### src/rtl/mm_line_arbiter.sv
// ---------------------------------------------------------------------------
// mm_line_arbiter
//
// Shares the single-port main memory between two line-burst requesters.
// Port 0 is the I-side miss path, port 1 is the D-side miss/writeback path.
// A grant is locked for a full line of BEATS words. The arbiter generates the
// per-word addresses and forwards mm_valid/mm_rdata to the granted port only.
//
// Configuration macro:
//   MM_ARB_RR_EN  defined   : round-robin on simultaneous requests
//                 undefined : fixed priority, port 1 always wins
//
// Parameters:
//   ADDR_W  byte address width
//   DATA_W  word width (multiple of 8)
//   BEATS   words per line (power of two, >= 2)
//
// Ports:
//   clk, reset                  clock, synchronous active-high reset
//   req*/we*/addr*/wdata*       per-port burst request, direction, line
//                               address and current write word
//   gnt*/valid*/rdata*/done*    per-port ownership, beat complete, read word
//                               and one-cycle end-of-burst pulse
//   mm_re/mm_we/mm_addr/mm_wdata  memory strobes, word address, write data
//   mm_rdata/mm_valid           memory read data and beat-complete
// ---------------------------------------------------------------------------
module mm_line_arbiter #(
  parameter int ADDR_W = 32,
  parameter int DATA_W = 32,
  parameter int BEATS  = 4
) (
  input  logic              clk,
  input  logic              reset,
  input  logic              req0,
  input  logic              we0,
  input  logic [ADDR_W-1:0] addr0,
  input  logic [DATA_W-1:0] wdata0,
  output logic              gnt0,
  output logic              valid0,
  output logic [DATA_W-1:0] rdata0,
  output logic              done0,
  input  logic              req1,
  input  logic              we1,
  input  logic [ADDR_W-1:0] addr1,
  input  logic [DATA_W-1:0] wdata1,
  output logic              gnt1,
  output logic              valid1,
  output logic [DATA_W-1:0] rdata1,
  output logic              done1,
  output logic              mm_re,
  output logic              mm_we,
  output logic [ADDR_W-1:0] mm_addr,
  output logic [DATA_W-1:0] mm_wdata,
  input  logic [DATA_W-1:0] mm_rdata,
  input  logic              mm_valid
);

  localparam int BYTES  = DATA_W / 8;
  localparam int BEAT_W = $clog2(BEATS);
  localparam int OFF_W  = $clog2(BEATS * BYTES);
  // Clears the byte-within-line bits so every burst starts on a line boundary.
  localparam logic [ADDR_W-1:0] LINE_MASK = ~((ADDR_W'(1) << OFF_W) - ADDR_W'(1));

  typedef enum logic [1:0] {IDLE, BURST, DONE} state_t;

  state_t              state, state_n;
  logic [BEAT_W-1:0]   beat, beat_n;
  logic                owner, owner_n;
  logic                we_l, we_n;
  logic [ADDR_W-1:0]   base, base_n;
  logic                pick;

`ifdef MM_ARB_RR_EN
  logic rr_last, rr_n;
  // On a tie the port that was not granted last wins.
  assign pick = (req0 && req1) ? ~rr_last : req1;
`else
  // Fixed priority: port 1 wins whenever it is requesting.
  assign pick = req1;
`endif

  // NOTE: state registers use non-blocking assignments so every flop samples
  // the pre-edge values of the others.
  always_ff @(posedge clk) begin
    if (reset) begin
      state   <= IDLE;
      beat    <= '0;
      owner   <= 1'b1;
      we_l    <= 1'b0;
      base    <= '0;
`ifdef MM_ARB_RR_EN
      rr_last <= 1'b0;
`endif
    end else begin
      state   <= state_n;
      beat    <= beat_n;
      owner   <= owner_n;
      we_l    <= we_n;
      base    <= base_n;
`ifdef MM_ARB_RR_EN
      rr_last <= rr_n;
`endif
    end
  end

  // NOTE: every signal gets a hold default before the case so no path leaves
  // it unassigned, which would infer a latch.
  always_comb begin
    state_n = state;
    beat_n  = beat;
    owner_n = owner;
    we_n    = we_l;
    base_n  = base;
`ifdef MM_ARB_RR_EN
    rr_n    = rr_last;
`endif
    case (state)
      IDLE: begin
        if (req0 || req1) begin
          owner_n = pick;
          we_n    = pick ? we1 : we0;
          base_n  = (pick ? addr1 : addr0) & LINE_MASK;
          beat_n  = '0;
          state_n = BURST;
`ifdef MM_ARB_RR_EN
          rr_n    = pick;
`endif
        end
      end
      BURST: begin
        // Requests are not looked at here: a burst cannot be aborted.
        if (mm_valid) begin
          beat_n = beat + BEAT_W'(1);  // BEATS is a power of two: wraps to 0
          if (beat == BEAT_W'(BEATS - 1)) state_n = DONE;
        end
      end
      DONE:    state_n = IDLE;
      default: state_n = IDLE;
    endcase
  end

  logic in_burst;
  logic beat_fire;

  assign in_burst  = (state == BURST);
  assign beat_fire = in_burst && mm_valid;

  assign gnt0     = in_burst && !owner;
  assign gnt1     = in_burst &&  owner;
  assign mm_re    = in_burst && !we_l;
  assign mm_we    = in_burst &&  we_l;
  assign mm_addr  = in_burst ? base + ADDR_W'(beat) * ADDR_W'(BYTES) : '0;
  assign mm_wdata = in_burst ? (owner ? wdata1 : wdata0) : '0;

  // Read data is gated so the non-owner, and the owner between beats, sees 0.
  assign valid0 = beat_fire && !owner;
  assign valid1 = beat_fire &&  owner;
  assign rdata0 = valid0 ? mm_rdata : '0;
  assign rdata1 = valid1 ? mm_rdata : '0;

  assign done0 = (state == DONE) && !owner;
  assign done1 = (state == DONE) &&  owner;

endmodule

### config.mk
export PLATFORM = sky130hd
export DESIGN_NAME = mm_line_arbiter
export DESIGN_NICKNAME = d
export VERILOG_FILES = /design/src/rtl/mm_line_arbiter.sv
export SDC_FILE = /design/constraint.sdc
export NUM_CORES = 1
export LEC_CHECK = 0
export CORE_AREA = 3 3 116 118
export DETAILED_ROUTE_END_ITERATION = 6
export DIE_AREA = 0 0 119 121
export GPL_ROUTABILITY_DRIVEN = 0
export PLACE_DENSITY = 0.65
export SYNTH_ARGS = -nofsm -noshare
export SYNTH_HDL_FRONTEND = slang
export SYNTH_SLANG_ARGS = --single-unit
### constraint.sdc
create_clock -name clk -period 1.6 [get_ports clk]
set_input_delay 0.24 -clock clk [delete_from_list [all_inputs] [get_ports clk]]
set_output_delay 0.24 -clock clk [all_outputs]
set_load 0.05 [all_outputs]
Word-level counts from Yosys, hierarchy flattened
Cells that the tools add are included.
{"block": "word_totals", "ff_bits": 34, "inputBits": 167, "output_inout_bits": 136}
{"block": "op_classes", "n_addsub": 2, "reduce_logical": 17, "n_mux": 14, "eq_ne": 6}
{"cell": "$mux W32", "count": 6}
{"cell": "$add A32 B4 Y32", "count": 1}
{"cell": "$mux W2", "count": 5}
{"cell": "$logic_and A1 B1 Y1", "count": 9}
{"cell": "$pmux W2 S2", "count": 2}
{"cell": "$reduce_and A3 Y1", "count": 2}
{"cell": "$eq A2 B2 Y1 const B", "count": 2}
{"cell": "$ne A2 B2 Y1 const B", "count": 2}
{"cell": "$add A2 B1 Y2 const B", "count": 1}
{"cell": "$eq A2 B1 Y1 const B", "count": 1}
{"cell": "$logic_not A1 Y1", "count": 2}
{"cell": "$logic_not A2 Y1", "count": 1}
{"cell": "$ne A2 B1 Y1 const B", "count": 1}
{"cell": "$reduce_and A2 Y1", "count": 1}
{"cell": "$reduce_bool A2 Y1", "count": 1}
{"cell": "$logic_or A1 B1 Y1", "count": 1}
{"cell": "$mux W1", "count": 1}

Depth between registers and ports, before layout
{"block": "logic_depth", "word_depth": 4, "depth_mapped": 6, "ltp_nobuf": 4}

Worst setup path after synthesis
No wires, ideal clock.
{"block": "synth_timing", "path_kind": "register to output", "startpoint": "register owner", "endpoint": "output port done0", "slack_ps": -475, "stages_incl_launch_ff": 4, "t_required_ps": 1360, "arrival_time_ps": 1835, "n_path_buf": 2, "path_cell_list": "dfxtp_1 > buf_4 > buf_2 > nor3b_1"}
{"block": "synth_via", "elab_chain_cells": 2}
{"item": "from (decl)", "line_no": "68", "source": "logic owner, owner_n;"}
{"item": "from (signal assigned)", "line_no": "97", "source": "owner <= owner_n;"}
{"item": "$logic_not A1 Y1", "line_no": "161", "source": "assign done0 = (state == DONE) && !owner;"}
{"item": "$logic_and A1 B1 Y1", "line_no": "161"}
{"item": "to (decl)", "line_no": "41", "source": "output logic done0,"}
No other way between the ends.

Worst setup path in the final report
{"block": "layout_timing", "startpoint": "register state[1]", "endpoint": "output port rdata0[27]"}
{"block": "layout_via", "elab_chain_cells": 4}
{"item": "from (decl)", "line_no": "66", "source": "state_t state, state_n;"}
{"item": "from (signal assigned)", "line_no": "95", "source": "state <= state_n;"}
{"item": "$eq A2 B1 Y1", "line_no": "145", "source": "assign in_burst = (state == BURST);"}
{"item": "$logic_and A1 B1 Y1", "line_no": "146", "source": "assign beat_fire = in_burst && mm_valid;"}
{"item": "$logic_and A1 B1 Y1", "line_no": "156", "source": "assign valid0 = beat_fire && !owner;"}
{"item": "$mux W32", "line_no": "158", "source": "assign rdata0 = valid0 ? mm_rdata : '0;"}
{"item": "to (decl)", "line_no": "40", "source": "output logic [DATA_W-1:0] rdata0,"}
No other way between the ends.

==> results <==
how the worst max path moves through the flow:
stage | startpoint | endpoint | slack (ps) | depth (start not counted)
final | state[1] | rdata0[27] | -180 | 5
after global routing | state[0] | rdata0[25] | -230 | 6
after CTS | state[0] | rdata1[31] | -160 | 6
after detailed placement | mm_valid | rdata0[31] | -180 | 6
after global placement | mm_valid | rdata0[0] | -160 | 6
after floorplan | state[1] | mm_wdata[3] | -160 | 4
area by class of cell:
class	instances	area, sq um
Clock buffer	6	138.9
Clock inverter	2	12.51
Fill cell	896	4184
Multi-Input combinational cell	276	2461
Sequential cell	34	686.9
Tap cell	172	215.2
Timing Repair Buffer	332	4870
flip-flops by register name (all words and copies together) (netlist names):
name / flops
base: 28
beat: 2
owner: 1
state: 2
we_l: 1
kinds of logic (layout without fill, tap and decap cells):
logic type | after synthesis | after routing | share of synthesized area
AOI/OAI and AO/OA | 63 | 63 | 0.1470
adders and majority gates | 1 | 1 | 0.004593
buffers and inverters | 36 | 340 | 0.06431
DFF | 34 | 34 | 0.2499
muxes | 61 | 61 | 0.2242
other | 1 | 2 | 0.001377
and+or+nand+nor | 149 | 149 | 0.3087
per-stage QoR:
step | instances | hold slack [ps] | util
CTS | 816 | 291.1 | 0.6525
finish | 822 | 283.9 | 0.6671
detailed placement | 796 | 506.5 | 0.5890
global route | 822 | 299.3 | 0.6671
floorplan | 346 | 382.2 | -
global placement | 796 | 499.4 | 0.5890
placed cells by master, fill, tap and decap left out, types with 7 or more instances in the layout:
master,instances
sky130_fd_sc_hd__and2_1,31
sky130_fd_sc_hd__mux2i_1,38
sky130_fd_sc_hd__and2_2,12
sky130_fd_sc_hd__clkdlybuf4s50_1,156
sky130_fd_sc_hd__a21oi_1,31
sky130_fd_sc_hd__a211oi_1,29
sky130_fd_sc_hd__nor2_2,12
sky130_fd_sc_hd__nor2_4,23
sky130_fd_sc_hd__buf_4,18
sky130_fd_sc_hd__dfxtp_1,31
sky130_fd_sc_hd__buf_16,7
sky130_fd_sc_hd__mux2i_2,8
sky130_fd_sc_hd__mux2i_4,15
sky130_fd_sc_hd__clkbuf_16,7
sky130_fd_sc_hd__buf_12,144
sky130_fd_sc_hd__and2_4,53
power breakdown:
| part | internal, uW | switching [uW] | total (uW) |
|---|---|---|---|
| Clock | 615 | 346 | 961 |
| Combinational | 1410 | 1270 | 2690 |
| Sequential | 930 | 42.8 | 973 |
| Total | 2960 | 1660 | 4620 |
per-layer routing:
metal / track usage / share of wire / wire [um]
met1: 0.2346 / 0.37 / 5963
met2: 0.3928 / 0.55 / 8777
met3: 0.04009 / 0.060 / 948
met4: 0.04779 / 0.014 / 215
met5: 0 / 0 / 0
timing repair:
action                                  4_1_cts  5_1_grt
cloned                                        7        2
buffers inserted                              5        4
endpoints found under the setup margin      130      134
pin swaps                                    24        1
resized for setup                           104       36
critical path, delay by kind of cell (launching register included):
family,cells,cell delay (ps)
AND/OR/NAND/NOR,3,590
flip-flops,1,340
buffers and inverters,2,330
==> summary.md <==
| Metric | Value |
|---|---|
| Static leakage | 0.003377 uW |
| Vias in the first global route | around 3800 |
| Leading area contributor after synthesis | sky130_fd_sc_hd__dfxtp_1 |
| Post-placement setup slack | -181.5 ps |
| Clock Tree Root | sky130_fd_sc_hd__clkbuf_16 |
| Post-CTS Hold Buffers | 0 |
| Number of vias after detailed routing | about 3700 |
| Type of the setup path with the least slack | register to output port |
| Kind of end point of the critical path | output port |
| Mean routed wirelength per cell | 19.35 um |
| Worst IR drop on VDD | 0.0004117 V |
| Total die area | around 14000 sq um |
| Share of layout cells above drive strength 1 | 0.4877 |
| Residual DRC | 0 |
| Gate Count Post-Synth | 345 |
| Clock transition at the registers of the reported paths | 50 ps |
| 1st-iter DRT viols | 153 |
| Syn-to-layout area delta | 207.8% |
| Total number of yosys warnings | 0 |
| Antenna-violating nets left | 0 |
| Inserted Clock Buffers | 5 |
| Die width | between 100 and 150 um |
| Crit share post-route | 1.110 |
| Pwr dens | 551.3 nW/um^2 |
| Unrepaired setup endpoints after global routing | yes |
| Post-layout total power | 4622 uW |
| Hold Path Cell Cnt | 2 |
| Post-detailed-routing wire length | 15.90 mm |
| Wire length of the first global-routing pass | approximately 23 mm |
| Hold Crit Start | req1 |
| Destination of the worst register-to-register timing path | base[26] |
| CTS HTree Levels | 2 |
| Post-synth ARST share | 0 |
| CTS tree | done |
| Depth of the worst register-to-register path | 6 |
| Count of nets after finishing | 817 |
| Finished layout cell area | 8384 sq um |
| Max Cap Viol | 0 |
| Sequential cell area fraction in the yosys report | 0.2499 |
| Drt via density | 4.545 |
| HPWL after detailed placement | 12.07 mm |
| Boundary pin count | 303 |
| Total global routing overflow | 0 |
| Core ar. | 12570 sq um |
| Area share of the leading cell type in the synthesized netlist | 0.2499 |
| Shortest period the worst path allows | 1777 ps |
| Number of cell rows | between 40 and 50 |
| Buffer depth of the longest clock path | 2 |
| CP Data Required Time | 1360 ps |
| Number of clock sinks | 34 |
| Final Worst Setup Slack | -176.6 ps |
| Dominant cells by area after synthesis | sky130_fd_sc_hd__dfxtp_1, sky130_fd_sc_hd__mux2i_1, sky130_fd_sc_hd__and2_1 |
| Worst hold-check path type | input port to register |
| Data arrival, critical path | 1540 ps |
| Violated checks | negative setup slack |
| Antenna Diode Count | 0 |
| Antenna violations before repair | 0 |
| Hold violation total from the final report | 0 |
| Most instantiated library cell after synthesis | sky130_fd_sc_hd__and2_1 |
| Post-place instance area | 7403 sq um |
| Setup clock skew after layout | 3.840 ps |
| Library cells used by synthesis | 28 |
| All-layer global routing usage | 0.2058 |
| Reg-to-reg setup timing slack | ~150 ps |
| Slew Limit Fails | 0 |
| Run status | complete, but fails checks |
| Mean cell area of the mapped netlist | 7.895 sq um |
| Cell chain of the critical path | nand3b_1 -> nor2_4 -> clkbuf_16 -> and2_2 -> buf_12 |
| Critical R2R Launch | state[0] |
| Crit-path max FO | 16 |
| Highest clock rate | 562.9 MHz |
| Cell area after synthesis | roughly 2700 sq um |
| Clk_lat worst skew | 270 ps |
| Final setup vio count | 100 |
| Worst Hold End | owner |
| Effective utilization at floorplan | 0.2167 |
| Input/output buffers | around 290 |
| Slowest stage cell on the critical path | sky130_fd_sc_hd__dfxtp_2 |
| Maximum number of pins on one net before global-route repair | 35 |
| Die boundary height | 121 um |
| Number of flops mapped to enable cells by yosys | 0 |
| TritonRoute pass-1 iters | 4 |
| Slowest stage delay, CP | ~340 ps |
| Top post-synthesis cells by count | sky130_fd_sc_hd__and2_1, sky130_fd_sc_hd__mux2i_1, sky130_fd_sc_hd__nor2_1 |
| Startpoint class of the critical path | register |
| Dominant synthesized flop cell | sky130_fd_sc_hd__dfxtp_1 |
| Count of state elements after synthesis | 34 |
| Sum of negative setup slack | -14600 ps |
Note: power is estimated with default switching activity, not from simulation.
